===== src/rtl/serial_bit_feeder.sv =====
// serial_bit_feeder
//   Feeds the moore_1101 detector. W-bit words arrive on a valid/ready
//   handshake and go out on x_out one bit per clock. A one-word holding
//   register lets back-to-back words stream with no idle gap between them.
//   When no word is in flight, x_out sits at IDLE_BIT and x_vld is low.
// Ports
//   clk        rising-edge clock
//   rst_n      asynchronous active-low reset
//   flush      synchronous clear; drops the held word and the word in flight
//   in_data    word to serialize (held stable while in_valid && !in_ready)
//   in_valid   in_data is valid
//   in_ready   holding register empty (straight from a flop)
//   x_out      serial bit to the detector (direct flop output)
//   x_vld      x_out carries a data bit this cycle
//   word_done  one-cycle pulse while the last bit of a word is on x_out
//   busy       shifting a word or holding one
module serial_bit_feeder #(
  parameter int   W         = 4,
  parameter bit   MSB_FIRST = 1'b1,
  parameter logic IDLE_BIT  = 1'b0
) (
  input  logic         clk,
  input  logic         rst_n,
  input  logic         flush,
  input  logic [W-1:0] in_data,
  input  logic         in_valid,
  output logic         in_ready,
  output logic         x_out,
  output logic         x_vld,
  output logic         word_done,
  output logic         busy
);

  localparam int CW = (W > 1) ? $clog2(W) : 1;
  localparam logic [CW-1:0] CNT_LAST = CW'(W - 1);
  localparam logic [CW-1:0] CNT_PEN  = CW'(W - 2);

  typedef enum logic [0:0] {
    ST_IDLE  = 1'b0,
    ST_SHIFT = 1'b1
  } state_e;

  state_e        state_q;
  logic [W-1:0]  hreg_q;
  logic          hvalid_q;
  logic [W-1:0]  sreg_q;
  logic [CW-1:0] cnt_q;
  logic          x_out_q;
  logic          x_vld_q;
  logic          word_done_q;

  logic          accept_d;
  logic          load_d;

  // Bit that leaves first when a word is loaded.
  function automatic logic first_bit(input logic [W-1:0] w);
    if (MSB_FIRST) begin
      first_bit = w[W-1];
    end else begin
      first_bit = w[0];
    end
  endfunction

  // Bit that follows the current one (read before the shift).
  function automatic logic next_bit(input logic [W-1:0] w);
    if (MSB_FIRST) begin
      next_bit = w[W-2];
    end else begin
      next_bit = w[1];
    end
  endfunction

  // Advance the shift register by one position in output order.
  function automatic logic [W-1:0] shift_word(input logic [W-1:0] w);
    if (MSB_FIRST) begin
      shift_word = {w[W-2:0], 1'b0};
    end else begin
      shift_word = {1'b0, w[W-1:1]};
    end
  endfunction

  // Handshake and load decisions; they are mutually exclusive because
  // accept needs an empty hold and load needs a full one.
  always_comb begin
    accept_d = in_valid && !hvalid_q && !flush;
    if (state_q == ST_IDLE) begin
      load_d = hvalid_q;
    end else begin
      load_d = hvalid_q && (cnt_q == CNT_LAST);
    end
  end

  // Holding register, shift register, counter and registered outputs.
  always_ff @(posedge clk or negedge rst_n) begin
    if (!rst_n) begin
      state_q     <= ST_IDLE;
      hreg_q      <= '0;
      hvalid_q    <= 1'b0;
      sreg_q      <= '0;
      cnt_q       <= '0;
      x_out_q     <= IDLE_BIT;
      x_vld_q     <= 1'b0;
      word_done_q <= 1'b0;
    end else if (flush) begin
      state_q     <= ST_IDLE;
      hvalid_q    <= 1'b0;
      cnt_q       <= '0;
      x_out_q     <= IDLE_BIT;
      x_vld_q     <= 1'b0;
      word_done_q <= 1'b0;
    end else begin
      if (accept_d) begin
        hreg_q   <= in_data;
        hvalid_q <= 1'b1;
      end else if (load_d) begin
        hvalid_q <= 1'b0;
      end else begin
        hvalid_q <= hvalid_q;
      end

      if (load_d) begin
        // Covers both a fresh start from IDLE and the gapless reload
        // on the last bit of the previous word.
        state_q     <= ST_SHIFT;
        sreg_q      <= hreg_q;
        cnt_q       <= '0;
        x_out_q     <= first_bit(hreg_q);
        x_vld_q     <= 1'b1;
        word_done_q <= 1'b0;
      end else begin
        case (state_q)
          ST_SHIFT: begin
            if (cnt_q != CNT_LAST) begin
              sreg_q      <= shift_word(sreg_q);
              cnt_q       <= cnt_q + {{(CW-1){1'b0}}, 1'b1};
              x_out_q     <= next_bit(sreg_q);
              x_vld_q     <= 1'b1;
              // Pulse lines up with the last bit reaching x_out.
              word_done_q <= (cnt_q == CNT_PEN);
            end else begin
              state_q     <= ST_IDLE;
              cnt_q       <= '0;
              x_out_q     <= IDLE_BIT;
              x_vld_q     <= 1'b0;
              word_done_q <= 1'b0;
            end
          end
          ST_IDLE: begin
            x_out_q     <= IDLE_BIT;
            x_vld_q     <= 1'b0;
            word_done_q <= 1'b0;
          end
          default: begin
            state_q     <= ST_IDLE;
            cnt_q       <= '0;
            x_out_q     <= IDLE_BIT;
            x_vld_q     <= 1'b0;
            word_done_q <= 1'b0;
          end
        endcase
      end
    end
  end

  assign in_ready  = !hvalid_q;
  assign busy      = (state_q == ST_SHIFT) || hvalid_q;
  assign x_out     = x_out_q;
  assign x_vld     = x_vld_q;
  assign word_done = word_done_q;

endmodule

===== config.mk =====
export PLATFORM = sky130hd
export DESIGN_NAME = serial_bit_feeder
export DESIGN_NICKNAME = d
export VERILOG_FILES = /design/src/rtl/serial_bit_feeder.sv
export SDC_FILE = /design/constraint.sdc
export NUM_CORES = 1
export LEC_CHECK = 0
export ABC_AREA = 1
export CORE_AREA = 2 2 39 41
export CTS_BUF_LIST = sky130_fd_sc_hd__clkbuf_8
export DETAILED_ROUTE_END_ITERATION = 10
export DIE_AREA = 0 0 41 43
export PLACE_DENSITY_LB_ADDON = 0.2
export SYNTH_ARGS = -nofsm -noshare
export SYNTH_HDL_FRONTEND = slang
export SYNTH_SLANG_ARGS = --single-unit

===== constraint.sdc =====
create_clock -name clk -period 1.8 [get_ports clk]
set_clock_uncertainty 0.2 [all_clocks]
set_input_delay 0.45 -clock clk [delete_from_list [all_inputs] [get_ports clk]]
set_output_delay 0.45 -clock clk [all_outputs]
set_load 0.01 [all_outputs]

==> flow_summary.toml <==
[global_routing]
grt_usage_pct = 17.2
grt_max_degree = 14
grt_antenna_before_repair = 0
grt_pass1_wl_um = 1960
grt_pass1_vias = 478
grt-ovfl-total = 0

[power]
clkPwrFrac_pct = 33.9
netSwitchingFraction_pct = 25.2
power_frac_seq_pct = 48.4
p_leak_nw = 0.405
finalPower_mw = 0.730
p_int_mw = 0.545
combPwrFrac_pct = 17.7
ir_drop_v = 0.000722
p_per_area_nw_per_um2 = 896
power.switching_mw = 0.184

[layout]
nFillCells = 128
num-nets-final = 99
antenna_cells = 0
syn_to_final_growth_pct = 38.5
drive_gt1_share_pct = 15.9
utilization_pct = 58.9

[route]
routed_wl_um = 1080
drtPass1Iterations = 4
routedWlPerCell_um = 10.4
drtIter0Drc = 7
via_per_inst = 4.68
vias = 487
route.detailed.drc = 0
drtAntennaViolNets = 0

[logic_synthesis]
synth_top_area_share_pct = 55.3
syn_inst = 66
synth_area_um2 = 588
synth_edf_count = 0
yosys_most_used_dff = "dfrtp_1"
synth_nets = 76
synth_commonest_cells = "dfrtp_1 (13), nand2_1 (13), inv_1 (10)"
synthTopCellsByArea = "dfrtp_1 (55%), nand2_1 (8.3%), nand3_1 (6.8%)"
synth_largest_area_cell = "dfrtp_1"
async_reset_ff_share_pct = 100
ys_ff_latch = 13
synth.avg_cell_area_um2 = 8.91
synth_cell_types = 13
ys_seq_area_share_pct = 55.3
synth_warnings = 0

[clock_network]
clock_sinks = 13
cts_buffer_depth = 2
htree_levels = 1
clock_latency_ps = 230
cts_tree = "yes"
cts_hold_buffers = 0
clkTransAtPathRegs_ps = 50
cts_root_buffer = "clkbuf_8"
cts_buffers = 3

[timing]
finalSetupViolCount = 0
finalCritPeriodShare_pct = 96.8
finalMaxSlewViolations = 0
fin_crit_ps = 1740
slew_headroom_pct = 85.3
rsz0062_at_grt = "false"
max_freq_mhz = 574
fin_ws_ps = 58.5
hold_viol = 0
worst_pin_slew_ps = 219
hold_slack_ps = 284
tns_ps = 0

[critical_path]
critical_path_required_ps = 1150
critPathKind = "flop to primary output"
critPathMaxFanout = 1
cp_slowest_cell = "clkdlybuf4s50_1"
path_cells = "clkdlybuf4s50_1"
critPathLaunchType = "flop"
cpLargestDelayFamily = "buffers and inverters"
slowest_delay_ps = 530
crit_buf_inv = 1
crit_arrival_ps = 1090
end_kind = "primary output"

[die]
core_area_um2 = 1380
die_x_um = 41
die_area_um2 = 1760
row_count = 14
start_util_pct = 42.5
io_pins = 13
die_h_um = 43

[worst_hold_path]
hold_class = "flop to flop"

[status]
status = "complete, no violations"

[place]
dpl_worst_slack_ps = 65.1
port_buffers = 12
hpwlAfterDp_um = 833
place_congestion = 0.709

[flow_run]
maxCapViolCount = 0
==> metal layers <==
metal	GRT usage [%]	wire, um	vias to the layer above	share of wire, %
met5	0	0	-	0
met4	12.0	23	0	2.1
met3	4.71	58	2	5.4
met2	25.3	535	11	50
met1	20.5	461	221	43
li1	-	-	253	-
==> worst register-to-register path: stages, from the launching register on <==
cell and delay, ps:
dfrtp_1 400, ha_1 230, inv_1 90, nand3_2 130
nand2_2 120, o21ai_0 80
==> final cells by class <==
cell class / instances / area [um^2] / share of cell area (%)
timing repair buffer: 18 / 161 / 19.8
tap: 16 / 20.0 / 2.46
multi-input combinational: 41 / 218 / 26.7
sequential: 13 / 325 / 39.9
clock buffer: 3 / 41.3 / 5.07
clock inverter: 1 / 3.75 / 0.461
inverter: 12 / 45.0 / 5.53
==> cell usage in the layout (no fill, tap or decap) <==
cell	synthesis	layout
nand2_1	13	13
dfrtp_1	13	13
inv_1	10	11
clkdlybuf4s50_1	0	9
nand3_1	8	8
o21ai_0	6	6
buf_4	0	6
nor2_1	5	5
a21oi_1	3	3
clkbuf_8	0	3
dlygate4sd2_1	0	3
inv_2	2	2
ha_1	2	2
nand3_2	1	1
nand2_2	1	1
nand3_4	1	1
nand4_1	1	1
==> stage by stage <==
stage | std cells | instance area, um^2
floorplan | 66 | 588
CTS | 104 | 815
global route | 104 | 815
finish | 104 | 815
detailed placement | 97 | 751
global placement | 97 | 751
==> state kept, by name (all words and copies together), names as in the netlist <==
name       cells
cnt_q          2
hreg_q         4
hvalid_q       1
sreg_q         3
state_q        1
word_done      1
x_out          1
==> power groups by stage <==
| stage | registers [mW] | clock network [mW] | logic (mW) |
|---|---|---|---|
| floorplan | 0.357 | 0 | 0.0662 |
| global placement | 0.357 | 0 | 0.125 |
| detailed placement | 0.359 | 0 | 0.125 |
| CTS | 0.353 | 0.253 | 0.131 |
| global route | 0.357 | 0.269 | 0.149 |
| finish | 0.353 | 0.247 | 0.129 |
==> worst paths after layout <==
path | depth (start not counted) | from | end | slack, ps
worst max register to register | 5 | cnt_q[0] | sreg_q[0] | 430
worst min register to register | 2 | hreg_q[3] | hreg_q[3] | 280
worst min-delay path | 2 | hreg_q[3] | hreg_q[3] | 280
max in group asynchronous | 2 | rst_n | cnt_q[0] | 930
worst max-delay path | 1 | word_done | word_done | 60
min in group asynchronous | 2 | rst_n | sreg_q[2] | 310
==> timing repair <==
action,CTS,global route
setup buffers,3,0
endpoints found under the setup margin,3,0
resized for setup,3,0
endpoints found under the hold margin,0,0
==> cells by family (layout without fill, tap and decap cells) <==
kind of cell    after synthesis  count (layout)  synth area share, %
fa+ha+maj                     2               2                 4.25
compound gates                9               9                 7.66
simple gates                 30              30                 25.1
buf+inv                      12              34                 7.66
flops                        13              13                 55.3
Power figures use the tool's default switching activity.
